===== src/rtl/dmem_stall_responder_if.sv =====
// M-stage data-memory bus between the pipeline (master) and a memory
// responder (slave): request fields in, load data and handshake status out.
interface dmem_stall_responder_if;
    logic        req_valid;
    logic        req_write;
    logic [31:0] req_addr;
    logic [31:0] req_wdata;
    logic [31:0] rdata;
    logic        stall;
    logic        done;
    logic        misaligned;

    modport master (
        output req_valid, req_write, req_addr, req_wdata,
        input  rdata, stall, done, misaligned
    );

    modport slave (
        input  req_valid, req_write, req_addr, req_wdata,
        output rdata, stall, done, misaligned
    );
endinterface


===== src/rtl/dmem_stall_responder.sv =====
// Multi-cycle data-memory responder. Each access is accepted in IDLE,
// waits out LATENCY stall cycles, and completes with a one-cycle done pulse.
// The memory write / read happens on the edge that enters DONE, so load
// data is already on rdata while done is high.
module dmem_stall_responder #(
    parameter int DEPTH_WORDS = 64,
    parameter int LATENCY     = 3
) (
    input  logic                  clk,
    input  logic                  reset,
    dmem_stall_responder_if.slave bus
);

    localparam int AW = $clog2(DEPTH_WORDS);
    localparam int CW = $clog2(LATENCY) + 1;
    localparam logic [CW-1:0] CNT_LOAD = CW'(LATENCY - 1);
    localparam logic [CW-1:0] CNT_ONE  = CW'(1);

    typedef enum logic [1:0] {
        IDLE = 2'd0,
        BUSY = 2'd1,
        DONE = 2'd2
    } state_t;

    state_t          state_reg, state_next;
    logic [CW-1:0]   cnt_reg, cnt_next;
    logic            wr_reg;
    logic [AW+1:0]   addr_reg;
    logic [31:0]     wdata_reg;
    logic [31:0]     rdata_reg;
    logic            done_reg;
    logic            mis_reg;

    logic            latch_en;
    logic            acc_fire;
    logic            acc_write;
    logic [AW+1:0]   acc_addr;
    logic [31:0]     acc_wdata;
    logic [AW-1:0]   acc_idx;
    logic            acc_mis;
    logic            mem_we;
    logic            unused_addr_bits;

    // Not reset: contents survive reset by design.
    logic [31:0]     mem [DEPTH_WORDS];

    // Address bits above the array size wrap and are deliberately dropped.
    assign unused_addr_bits = &{1'b0, bus.req_addr[31:AW+2]};

    // Next-state, countdown and access-fire decode.
    always_comb begin
        state_next = state_reg;
        cnt_next   = cnt_reg;
        latch_en   = 1'b0;
        acc_fire   = 1'b0;
        case (state_reg)
            IDLE: begin
                if (bus.req_valid) begin
                    latch_en = 1'b1;
                    cnt_next = CNT_LOAD;
                    if (LATENCY == 1) begin
                        state_next = DONE;
                        acc_fire   = 1'b1;
                    end else begin
                        state_next = BUSY;
                    end
                end
            end
            BUSY: begin
                if (cnt_reg == CNT_ONE) begin
                    state_next = DONE;
                    acc_fire   = 1'b1;
                end else begin
                    cnt_next = cnt_reg - CNT_ONE;
                end
            end
            DONE: begin
                // The stalled instruction is still at M here; its request is not new.
                state_next = IDLE;
            end
            default: begin
                state_next = IDLE;
            end
        endcase
    end

    // With LATENCY==1 the access fires straight out of IDLE, so it must use
    // the live request; otherwise the latched copy is authoritative.
    always_comb begin
        if (state_reg == IDLE) begin
            acc_write = bus.req_write;
            acc_addr  = bus.req_addr[AW+1:0];
            acc_wdata = bus.req_wdata;
        end else begin
            acc_write = wr_reg;
            acc_addr  = addr_reg;
            acc_wdata = wdata_reg;
        end
    end

    assign acc_idx = acc_addr[AW+1:2];
    assign acc_mis = (acc_addr[1:0] != 2'b00);
    // Gating with reset keeps a store from landing while reset is held.
    assign mem_we  = acc_fire & acc_write & ~acc_mis & reset;

    // Control state, latched request and registered outputs.
    always_ff @(posedge clk or negedge reset) begin
        if (!reset) begin
            state_reg <= IDLE;
            cnt_reg   <= '0;
            wr_reg    <= 1'b0;
            addr_reg  <= '0;
            wdata_reg <= '0;
            rdata_reg <= '0;
            done_reg  <= 1'b0;
            mis_reg   <= 1'b0;
        end else begin
            state_reg <= state_next;
            cnt_reg   <= cnt_next;
            if (latch_en) begin
                wr_reg    <= bus.req_write;
                addr_reg  <= bus.req_addr[AW+1:0];
                wdata_reg <= bus.req_wdata;
            end
            done_reg <= acc_fire;
            mis_reg  <= acc_fire & acc_mis;
            // Stores leave rdata alone; loads and misaligned accesses update it.
            if (acc_fire && (acc_mis || !acc_write)) begin
                rdata_reg <= acc_mis ? 32'h0 : mem[acc_idx];
            end
        end
    end

    // Array write port.
    always_ff @(posedge clk) begin
        if (mem_we) begin
            mem[acc_idx] <= acc_wdata;
        end
    end

    assign bus.stall      = reset & (((state_reg == IDLE) & bus.req_valid) | (state_reg == BUSY));
    assign bus.rdata      = rdata_reg;
    assign bus.done       = done_reg;
    assign bus.misaligned = mis_reg;

endmodule


===== src/flat_wrapper.sv =====
// flat-port wrapper written by rule: the top's interface ports become plain ports
module dmem_stall_responder_flat 
#(
    parameter int DEPTH_WORDS = 64,
    parameter int LATENCY     = 3
)
  (clk, reset, bus_req_valid, bus_req_write, bus_req_addr, bus_req_wdata, bus_rdata, bus_stall, bus_done, bus_misaligned);
  dmem_stall_responder_if bus_i ();
  input  logic clk;
  input  logic reset;
  input wire logic [$bits(bus_i.req_valid)-1:0] bus_req_valid;
  input wire logic [$bits(bus_i.req_write)-1:0] bus_req_write;
  input wire logic [$bits(bus_i.req_addr)-1:0] bus_req_addr;
  input wire logic [$bits(bus_i.req_wdata)-1:0] bus_req_wdata;
  output wire logic [$bits(bus_i.rdata)-1:0] bus_rdata;
  output wire logic [$bits(bus_i.stall)-1:0] bus_stall;
  output wire logic [$bits(bus_i.done)-1:0] bus_done;
  output wire logic [$bits(bus_i.misaligned)-1:0] bus_misaligned;
  assign bus_i.req_valid = bus_req_valid;
  assign bus_i.req_write = bus_req_write;
  assign bus_i.req_addr = bus_req_addr;
  assign bus_i.req_wdata = bus_req_wdata;
  assign bus_rdata = bus_i.rdata;
  assign bus_stall = bus_i.stall;
  assign bus_done = bus_i.done;
  assign bus_misaligned = bus_i.misaligned;
  dmem_stall_responder #(.DEPTH_WORDS(DEPTH_WORDS), .LATENCY(LATENCY)) u_core (.clk(clk), .reset(reset), .bus(bus_i));
endmodule

===== config.mk =====
export PLATFORM = sky130hd
export DESIGN_NAME = dmem_stall_responder_flat
export DESIGN_NICKNAME = d
export VERILOG_FILES = /design/src/rtl/dmem_stall_responder_if.sv /design/src/rtl/dmem_stall_responder.sv /design/src/flat_wrapper.sv
export SDC_FILE = /design/constraint.sdc
export NUM_CORES = 2
export LEC_CHECK = 0
export BUFFER_PORTS_ARGS = -buffer_cell sky130_fd_sc_hd__buf_4
export CORE_AREA = 2 2 448 450
export CTS_BUF_LIST = sky130_fd_sc_hd__clkbuf_4 sky130_fd_sc_hd__clkbuf_8
export CTS_CLUSTER_SIZE = 28
export DETAILED_ROUTE_END_ITERATION = 8
export DIE_AREA = 0 0 450 452
export HOLD_SLACK_MARGIN = 0.02
export PLACE_DENSITY = 0.57
export SLEW_MARGIN = 20
export SYNTH_ARGS = -nofsm -noshare
export SYNTH_HDL_FRONTEND = slang
export SYNTH_SLANG_ARGS = --single-unit

===== constraint.sdc =====
create_clock -name clk -period 4.6 [get_ports clk]
set_input_delay 0.23 -clock clk [delete_from_list [all_inputs] [get_ports clk]]
set_output_delay 0.23 -clock clk [all_outputs]
set_load 0.02 [all_outputs]

==> out/results.ini <==
[worst_setup_path]
cp-endpoint=u_core.bus.rdata[12]
critical_path_required_ns=5.50
critPathKind=reg2reg
cp.arrival_ns=5.08
cp-startpoint=u_core.state_reg[1]
reg2reg_to=u_core.bus.rdata[12]
start_kind=flip-flop
end_kind=flip-flop
reg2reg_from=u_core.state_reg[1]
r2r_slack_ns=0.42
path_max_fanout=11
r2r_cells=9

[routing]
wire_per_inst_um=34.9
drc=0
first_pass_iters=6
vias=53000
ant_nets=0
wl_um=298000
vias_per_cell=6.21
drtIter0Drc=8721

[synthesis]
synth.top_cell.area_share_pct=77.9
synth.distinct_cells=58
netlist_area_sq_mm=0.0790
synth_edf_count=2048
synth-seq-cells=2128
synth.area.top_cells=edfxtp_1 78%, o22ai_1 4.5%, nand2_1 3.3%
synthArstFlopShare_pct=3.76
netlist_instances=5079
syn_nets=5149
ys_seq_area_share_pct=80.4
synth_ff_type=edfxtp_1
synth_top_area_cell=edfxtp_1
avgSynthCellArea_sq_um=15.5
yosysWarningCount=0

[die]
die_area_sq_mm=0.203
rows=164
io_pins=103
start_util_pct=39.8
die_width_um=450
die_h_um=452
coreArea_sq_mm=0.199

[placed_design]
hpwl_um=169000
gp_congestion=0.890
port_buffers=78
dp.cells=7843

[cts]
cts.path.max_buffers=4
numCtsBuffers=352
cts_tree=yes
worstSkewPairLatency_ns=1.08
clockRootBuffer=clkbuf_8
cts.repair.resized=0
clk_pin_slew_ns=0.06
htreeDepth=5
cts_hold_buf=82
cts_num_sinks=2128
postCtsSetupRepairBufs=0

[global_routing]
grt_max_degree=74
first_global_vias=50400
antenna_found_initial=9
grtUsageTotal_pct=28.6
grt_first_pass_wirelength_um=405000
globalRouteOverflowTotal=0

[outcome]
outcome=completed

[timing]
relSlewSlack_pct=21.0
setup_viol=0
fin_crit_sh_pct=91.0
finalHoldViolations=0
tns_ns=0
finClkSkew_ns=0.0927
max_freq_mhz=239
min_period_ns=4.18
drv_slew=0
worst_pin_slew_ns=1.18
grt_setup_unrepaired=false

[layout]
largest_register_ff_count=2048
instances_no_fill=8545
syn2layout_area_growth_pct=18.3
nets=5693
layout-drive-gt1-share_pct=19.4
final.fill_count=17300
utilization_pct=47.0

[pwr]
peakVddDrop_mv=0.516
powerDensity_mw_per_mm2=677
power.leakage_nw=30.7

[min_path]
hold_path_class=in2reg
min_from=bus_req_addr[2]

[job]
cap_violations=0

-- cell usage after synthesis (5+ instances only) --
cell,instances
a21boi_0,12
inv_1,7
nor2b_1,5
nor3_1,90
nor2_1,292
nand3_1,132
mux2_2,48
a22oi_1,11
a32oi_1,17
o221ai_1,25
a311oi_1,6
nor4_1,96
a31oi_1,139
and3_1,21
a22o_1,12
buf_1,76
a211oi_1,11
o31ai_1,11
o21ai_0,17
a21oi_1,277
o22ai_1,569
or3_1,6
dfrtp_1,80
buf_2,95
edfxtp_1,2048
clkbuf_1,143
mux2i_1,30
o41ai_1,5
a32o_1,32
nand2_1,704
or4_1,15
-- critical path, cell delays in order, from the launching register on --
cell and delay [ns]:
dfrtp_1 0.51, buf_4 0.24, nor3_1 0.89, nand2_1 0.86
buf_4 0.47, a21oi_1 0.15, nor4_1 0.08, a21oi_1 0.51
nor3_1 0.10, a22o_1 0.20
-- cells in the final DEF, fill, tap and decap left out, types with 10 or more instances in the layout --
cell type and n:
a32o_1 32, a22o_1 12, buf_12 81, clkinv_1 72, o21ai_0 16, buf_4 342, clkbuf_4 140, nand2_2 28
nand3_1 132, nand2_4 13, nor2_1 226, nor3_1 90, edfxtp_1 2048, clkbuf_8 371, mux2i_1 27, clkinv_2 21
or4_1 15, a31oi_1 139, o22ai_1 569, a22oi_1 10, nor2_4 66, o31ai_1 11, mux2_2 45, a21boi_0 12
a211oi_1 11, o221ai_1 25, a21oi_1 276, dfrtp_1 80, nor4_1 96, and3_1 21, a32oi_1 17, nand2_1 664
dlygate4sd3_1 82
-- through the flow --
stage	hold slack, ns	area, sq um	total power [W]	setup slack (ns)
5_1_grt	0.0686	93400	0.0648	0.386
4_1_cts	0.0207	93300	0.0627	0.577
3_5_place_dp	0.394	85900	0.0469	0.613
6_report	0.0871	93400	0.0632	0.416
3_3_place_gp	0.396	85900	0.0466	0.612
2_1_floorplan	-0.0656	79000	0.0363	0.911
-- cells by family (layout without fill, tap and decap cells) --
logic type                 after synthesis  in the layout  synth area share [%]
DFF                                   2128           2128                  80.4
and+or+nand+nor                       1381           1381                  7.48
AOI/OAI and AO/OA                     1168           1168                  9.31
buffers and inverters                  322           1123                  1.69
muxes                                   78             78                  1.06
adders and majority gates                2              2                0.0317
other                                    0              9                     0
-- routing by layer --
layer	GRT usage, %	part of all wire, %
met3	6.56	12
met5	0	0.0047
met1	39.2	38
met4	12.5	4.5
met2	43.8	45
-- worst min path at each step --
stage	end	slack, ns	depth (start not counted)
floorplan	u_core.addr_reg[0]	-0.07	0
global route	u_core.addr_reg[2]	0.07	3
CTS	u_core.addr_reg[2]	0.02	3
finish	u_core.addr_reg[2]	0.09	3
detailed placement	u_core.wdata_reg[27]	0.39	2
global placement	u_core.wdata_reg[27]	0.40	2
-- layout make-up --
type | instances | area (sq um) | area share, %
Sequential cell | 2128 | 63500 | 68.0
Timing Repair Buffer | 505 | 5010 | 5.36
Clock inverter | 100 | 452 | 0.484
Multi-Input combinational cell | 2629 | 14900 | 16.0
Antenna cell | 9 | 22.5 | 0.0241
Tap cell | 2656 | 3320 | 3.56
Inverter | 7 | 26.3 | 0.0281
Clock buffer | 511 | 6160 | 6.59
-- report_power, final --
part,switching [W],internal (W)
clock,0.00742,0.00859
sequential,0.000341,0.0254
combinational,0.0162,0.00529
total,0.0240,0.0393
Power figures use the tool's default switching activity.
